### src/rtl/mmio_uart_tx_if.sv
// rtl/mmio_uart_tx_if.sv - core data bus bundle for the MMIO UART transmitter
interface mmio_uart_tx_if;
  logic [31:0] bus_address;
  logic [31:0] bus_write_data;
  logic [2:0]  bus_format;
  logic        bus_read_enable;
  logic        bus_write_enable;
  logic [31:0] bus_read_data;

  modport master (
    output bus_address, bus_write_data, bus_format, bus_read_enable, bus_write_enable,
    input  bus_read_data
  );

  modport slave (
    input  bus_address, bus_write_data, bus_format, bus_read_enable, bus_write_enable,
    output bus_read_data
  );
endinterface

### src/rtl/mmio_uart_tx.sv
// rtl/mmio_uart_tx.sv - MMIO UART transmitter (TXDATA/STATUS), 8N1, LSB first
// Optional FIFO queue enabled with `define UART_TX_FIFO_EN; otherwise a single holding register.
module mmio_uart_tx #(
  parameter logic [31:0] BASE_ADDRESS = 32'h0000_2000,
  parameter int          CLKS_PER_BIT = 16,
  parameter int          FIFO_DEPTH   = 4
) (
  input  logic           clock,
  input  logic           reset,
  mmio_uart_tx_if.slave  bus,
  output logic           uart_tx
);
  typedef enum logic [1:0] {S_IDLE, S_START, S_DATA, S_STOP} state_t;

  localparam logic [15:0] BAUD_LAST = 16'(CLKS_PER_BIT - 1);

  state_t      r_state;
  state_t      w_next_state;
  logic [15:0] r_baud;
  logic [2:0]  r_bit;
  logic [7:0]  r_shift;
  logic        r_overflow;

  logic       w_sel;
  logic       w_wr_txdata;
  logic       w_wr_status;
  logic       w_full;
  logic       w_empty;
  logic       w_push;
  logic       w_pop;
  logic       w_busy;
  logic       w_baud_done;
  logic [7:0] w_head;
  logic       w_unused;

  assign w_sel       = (bus.bus_address[31:3] == BASE_ADDRESS[31:3]);
  assign w_wr_txdata = w_sel && bus.bus_write_enable && !bus.bus_address[2];
  assign w_wr_status = w_sel && bus.bus_write_enable &&  bus.bus_address[2];
  assign w_push      = w_wr_txdata && !w_full;
  assign w_pop       = (r_state == S_IDLE) && !w_empty;
  assign w_busy      = (r_state != S_IDLE);
  assign w_baud_done = (r_baud == BAUD_LAST);
  assign w_unused    = ^{bus.bus_format, bus.bus_address[1:0], bus.bus_write_data[31:8]};

`ifdef UART_TX_FIFO_EN
  localparam int          PW      = (FIFO_DEPTH > 1) ? $clog2(FIFO_DEPTH) : 1;
  localparam logic [PW:0] DEPTH_C = (PW + 1)'(FIFO_DEPTH);

  logic [7:0]    r_mem [FIFO_DEPTH];
  logic [PW-1:0] r_wptr;
  logic [PW-1:0] r_rptr;
  logic [PW:0]   r_count;

  assign w_head  = r_mem[r_rptr];
  assign w_empty = (r_count == '0);
  assign w_full  = (r_count == DEPTH_C);

  // Pointers wrap naturally because the depth is a power of two.
  always_ff @(posedge clock) begin
    if (reset) begin
      r_wptr  <= '0;
      r_rptr  <= '0;
      r_count <= '0;
    end else begin
      if (w_push) r_wptr <= r_wptr + 1'b1;
      if (w_pop)  r_rptr <= r_rptr + 1'b1;
      case ({w_push, w_pop})
        2'b10:   r_count <= r_count + 1'b1;
        2'b01:   r_count <= r_count - 1'b1;
        default: r_count <= r_count;
      endcase
    end
  end

  always_ff @(posedge clock) begin
    if (w_push) r_mem[r_wptr] <= bus.bus_write_data[7:0];
  end
`else
  logic [7:0] r_hold;
  logic       r_hold_valid;

  assign w_head  = r_hold;
  assign w_empty = !r_hold_valid;
  assign w_full  = r_hold_valid;

  // Push needs an empty holder and pop a full one, so they never coincide.
  always_ff @(posedge clock) begin
    if (reset) begin
      r_hold       <= '0;
      r_hold_valid <= 1'b0;
    end else if (w_push) begin
      r_hold       <= bus.bus_write_data[7:0];
      r_hold_valid <= 1'b1;
    end else if (w_pop) begin
      r_hold_valid <= 1'b0;
    end
  end
`endif

  always_ff @(posedge clock) begin
    if (reset) begin
      r_overflow <= 1'b0;
    end else if (w_wr_txdata && w_full) begin
      r_overflow <= 1'b1;
    end else if (w_wr_status) begin
      r_overflow <= 1'b0;
    end
  end

  always_ff @(posedge clock) begin
    if (reset) r_state <= S_IDLE;
    else       r_state <= w_next_state;
  end

  always_comb begin
    w_next_state = r_state;
    case (r_state)
      S_IDLE:  if (!w_empty) w_next_state = S_START;
      S_START: if (w_baud_done) w_next_state = S_DATA;
      S_DATA:  if (w_baud_done && (r_bit == 3'd7)) w_next_state = S_STOP;
      S_STOP:  if (w_baud_done) w_next_state = S_IDLE;
      default: w_next_state = S_IDLE;
    endcase
  end

  always_comb begin
    uart_tx = 1'b1;
    case (r_state)
      S_START: uart_tx = 1'b0;
      S_DATA:  uart_tx = r_shift[0];
      default: uart_tx = 1'b1;
    endcase
  end

  always_ff @(posedge clock) begin
    if (reset) begin
      r_baud  <= '0;
      r_bit   <= '0;
      r_shift <= '0;
    end else begin
      case (r_state)
        S_IDLE: begin
          r_baud <= '0;
          if (w_pop) begin
            r_shift <= w_head;
            r_bit   <= '0;
          end
        end
        S_DATA: begin
          if (w_baud_done) begin
            r_baud  <= '0;
            r_shift <= {1'b0, r_shift[7:1]};
            r_bit   <= r_bit + 1'b1;
          end else begin
            r_baud  <= r_baud + 1'b1;
          end
        end
        default: r_baud <= w_baud_done ? '0 : r_baud + 1'b1;
      endcase
    end
  end

  always_comb begin
    bus.bus_read_data = '0;
    if (w_sel && bus.bus_read_enable && bus.bus_address[2]) begin
      bus.bus_read_data = {28'b0, r_overflow, w_empty, w_full, w_busy};
    end
  end
endmodule

### src/flat_wrapper.sv
// flat-port wrapper written by rule: the top's interface ports become plain ports
module mmio_uart_tx_flat 
#(
  parameter logic [31:0] BASE_ADDRESS = 32'h0000_2000,
  parameter int          CLKS_PER_BIT = 16,
  parameter int          FIFO_DEPTH   = 4
)
  (clock, reset, uart_tx, bus_bus_address, bus_bus_write_data, bus_bus_format, bus_bus_read_enable, bus_bus_write_enable, bus_bus_read_data);
  mmio_uart_tx_if bus_i ();
  input  logic clock;
  input  logic reset;
  output logic uart_tx;
  input wire logic [$bits(bus_i.bus_address)-1:0] bus_bus_address;
  input wire logic [$bits(bus_i.bus_write_data)-1:0] bus_bus_write_data;
  input wire logic [$bits(bus_i.bus_format)-1:0] bus_bus_format;
  input wire logic [$bits(bus_i.bus_read_enable)-1:0] bus_bus_read_enable;
  input wire logic [$bits(bus_i.bus_write_enable)-1:0] bus_bus_write_enable;
  output wire logic [$bits(bus_i.bus_read_data)-1:0] bus_bus_read_data;
  assign bus_i.bus_address = bus_bus_address;
  assign bus_i.bus_write_data = bus_bus_write_data;
  assign bus_i.bus_format = bus_bus_format;
  assign bus_i.bus_read_enable = bus_bus_read_enable;
  assign bus_i.bus_write_enable = bus_bus_write_enable;
  assign bus_bus_read_data = bus_i.bus_read_data;
  mmio_uart_tx #(.BASE_ADDRESS(BASE_ADDRESS), .CLKS_PER_BIT(CLKS_PER_BIT), .FIFO_DEPTH(FIFO_DEPTH)) u_core (.clock(clock), .reset(reset), .bus(bus_i), .uart_tx(uart_tx));
endmodule
### config.mk
export PLATFORM = sky130hd
export DESIGN_NAME = mmio_uart_tx_flat
export DESIGN_NICKNAME = d
export VERILOG_FILES = /design/src/rtl/mmio_uart_tx_if.sv /design/src/rtl/mmio_uart_tx.sv /design/src/flat_wrapper.sv
export SDC_FILE = /design/constraint.sdc
export NUM_CORES = 1
export LEC_CHECK = 0
export BUFFER_PORTS_ARGS = -buffer_cell sky130_fd_sc_hd__buf_2
export CAP_MARGIN = 15
export CORE_MARGIN = 2
export CORE_UTILIZATION = 40
export CTS_CLUSTER_DIAMETER = 40
export DETAILED_ROUTE_END_ITERATION = 8
export GPL_ROUTABILITY_DRIVEN = 0
export GPL_TIMING_DRIVEN = 0
export MAX_ROUTING_LAYER = met4
export PLACE_DENSITY_LB_ADDON = 0.12
export SLEW_MARGIN = 25
export SYNTH_ARGS = -nofsm -noshare
export SYNTH_HDL_FRONTEND = slang
export SYNTH_SLANG_ARGS = --single-unit
### constraint.sdc
create_clock -name clock -period 3.75 [get_ports clock]
set_input_delay 0 -clock clock [delete_from_list [all_inputs] [get_ports clock]]
set_output_delay 0 -clock clock [all_outputs]
set_load 0.02 [all_outputs]
==> reports/metrics.yaml <==
cts:
  clockBufferDepth: 2
  htreeDepth: 2
  numClockSinks: 39
  cts_setup_buffers: 0
  cts_made_buffers: 5
  cts_tree: "yes"
  clkLatencyLatePin_ns: 0.29
  cts.clk_slew.worst_paths_ns: 0.07
  cts_root_buffer: "clkbuf_8"
  cts.repair.resized: 0
layout:
  fillers: 499
  seqCellArea_um2: 780.7
  final_cell_mix: "buf_2 (47), nor2_1 (40), dfxtp_1 (39)"
  multi_input_area_um2: 1200
  mostFrequentLayoutCell: "buf_2"
  diodes: 0
  fin_nets: 409
  final_util_pct: 53.51
  drive_above_1_share_pct: 28.61
  area_growth_pct: 27.71
  fin_area_um2: 2768
worst_setup_path:
  crit_path_start: "u_core.r_state[0]"
  crit_buf_inv: 4
  crit_path_max_fanout: 10
  cp.required_ns: 3.75
  crit_family: "buffers and inverters"
  ff2ff_path_depth: 7
  crit_path_end: "uart_tx"
  rr_endpoint: "u_core.r_baud[6]"
  max_stage_delay_ns: 0.40
  path_class: "flop to output port"
  cp.arrival_ns: 2.07
  cp-start-kind: "flop"
  path_cells: "inv_1 -> ha_1 -> clkbuf_1 -> buf_4 -> mux2i_1 -> buf_2"
  crit_slowest_cell: "clkbuf_1"
  setup.worst_path.end_class: "output port"
  r2r_slack_ns: 1.84
  r2r_start: "u_core.r_baud[0]"
  worst-path-stages: 6
power:
  irDropWorstVdd_mv: 0.1628
  p_sw_share_pct: 23.59
  seqPwrFrac_pct: 53.8
  internal_power_w: 0.0005875
  netSwitchingPower_w: 0.0001814
  powerDensity_nw_per_um2: 277.8
  power.share.clock_pct: 35.0
  combPwrFrac_pct: 11.1
  total_power_w: 0.0007688
  p_leak_nw: 1.143
detailed_routing:
  vias: 1797
  viasPerCell: 4.470
  drcViolationCount: 0
  drt-total-wl_um: 4193
  firstDrtPassIters: 4
  first_iter_violations: 60
  wl_per_cell_um: 10.43
  ant_nets: 0
run_status:
  status: "completed"
global_route:
  overflow: 0
  grt_max_degree: 12
  grt_pass1_vias: 1615
  grt_pass1_wl_um: 7196
  gr-usage-all-layers_pct: 15.12
  antenna_found_initial: 0
synthesis:
  ys.warnings.count: 0
  syn_inst: 241
  synth_area_um2: 2167
  synth-seq-cells: 39
  ys_async_sr_fraction_pct: 0
  synth_cell_types: 38
  synth_edf_count: 0
  postSynthAreaPerCell_um2: 8.992
  synth-seq-area-share_pct: 36.03
  ys.flop_type: "dfxtp_1"
floorplan:
  initial_core_util_pct: 41.90
  core_um2: 5172
  rows: 26
  boundaryPins: 104
  die_width_um: 77.61
  die-area_um2: 6023
  die_h_um: 77.61
sta:
  slew_violations: 0
  worst_slack_ns: 1.676
  slew_headroom_pct: 64.04
  layout_min_cycle_time_ns: 2.074
  clock.fmax_mhz: 482.3
  hold_violations: 0
  skew_ns: 0.005479
  setup_viol: 0
  min_period_over_period_pct: 55.29
  rsz0062_at_grt: "false"
  worst_slew_pin_slew_ns: 0.5383
  tns_ns: 0
placement:
  dp_slack_ns: 1.823
  io_buffers: 46
  placed_area_um2: 2586
  dp_hpwl_um: 3164
min_path:
  hold_path.class: "input port to flop"
flow_run:
  max-cap-violations: 0
[cell families after synthesis]
group,synth area share (%)
compound gates,8.546
other cells,0.1730
xor+xnor,5.658
mux,8.314
flops,36.03
simple gates,23.96
fa+ha+maj,4.041
buf+inv,13.28
[power groups by stage]
stage | clock [W] | combinational [W] | sequential [W]
after floorplan | 0 | 0.0000533 | 0.000423
after global placement | 0 | 0.0000767 | 0.000423
after detailed placement | 0 | 0.0000776 | 0.000423
after CTS | 0.000283 | 0.0000847 | 0.000414
after global routing | 0.000300 | 0.0000927 | 0.000414
final | 0.000269 | 0.0000856 | 0.000414
[per-layer routing]
metal / wire, um / up-vias / global-route usage (%)
met5: 0 / - / -
li1: - / 954 / -
met4: 63 / 0 / 5.357
met2: 1767 / 64 / 23.97
met3: 335 / 6 / 4.302
met1: 2026 / 773 / 18.38
[worst min-delay path by stage]
stage / from / slack (ns) / cells past startpoint / endpoint
final: reset / 0.05 / 3 / u_core.r_state[0]
after global routing: reset / 0.07 / 3 / u_core.r_state[0]
after CTS: reset / 0.04 / 3 / u_core.r_state[0]
after detailed placement: bus_bus_address[2] / 0.23 / 2 / u_core.r_overflow
after global placement: bus_bus_address[2] / 0.23 / 2 / u_core.r_overflow
after floorplan: reset / 0.07 / 1 / u_core.r_overflow
[worst min-delay path, delay by kind of cell]
kind / cells / cell delay, ns
AOI/OAI and AO/OA: 2 / 0.14
buffers and inverters: 1 / 0.14
[layout make-up]
cell class | count | share of cell area [%]
clock inverters | 1 | 0.1808
plain buffers | 37 | 9.448
clock buffers | 7 | 2.758
multi-input cells | 185 | 43.35
inverters | 7 | 0.9494
well taps | 70 | 3.165
repair buffers | 56 | 11.93
flip-flops and latches | 39 | 28.21
[metrics by stage]
step                      hold slack [ns]  instances
final                             0.04546        402
after global routing              0.07187        402
after CTS                         0.03594        402
after detailed placement           0.2258        384
after global placement             0.2299        384
after floorplan                   0.07276        268
[sequential cells by signal (all words and copies together) (netlist names)]
register / flops
u_core.r_state: 2
u_core.r_bit: 3
u_core.r_hold: 8
u_core.r_hold_valid: 1
u_core.r_overflow: 1
u_core.r_shift: 8
u_core.r_baud: 16
[synth_stat cells (all sizes together), types with 3 or more instances]
cell | number | area (um^2)
a211oi | 9 | 90.08
a21oi | 6 | 30.03
and3 | 4 | 25.02
buf | 32 | 241.5
clkbuf | 5 | 20.01
dfxtp | 39 | 780.8
ha | 7 | 87.58
inv | 7 | 26.28
mux2i | 18 | 180.2
nand2 | 7 | 26.28
nand2b | 4 | 25.02
nand3 | 6 | 30.03
nand4 | 6 | 52.55
nor2 | 40 | 150.1
nor2b | 3 | 18.77
nor3 | 6 | 30.03
nor4 | 10 | 107.6
o21ai | 4 | 20.02
xnor2 | 7 | 61.31
xor2 | 7 | 61.31
[repair_timing]
item / 4_1_cts / 5_1_grt
hold buffers: 10 / 0
setup endpoints to repair: 0 / 0
hold endpoints to repair: 9 / 0
Note: power is estimated with default switching activity, not from simulation.
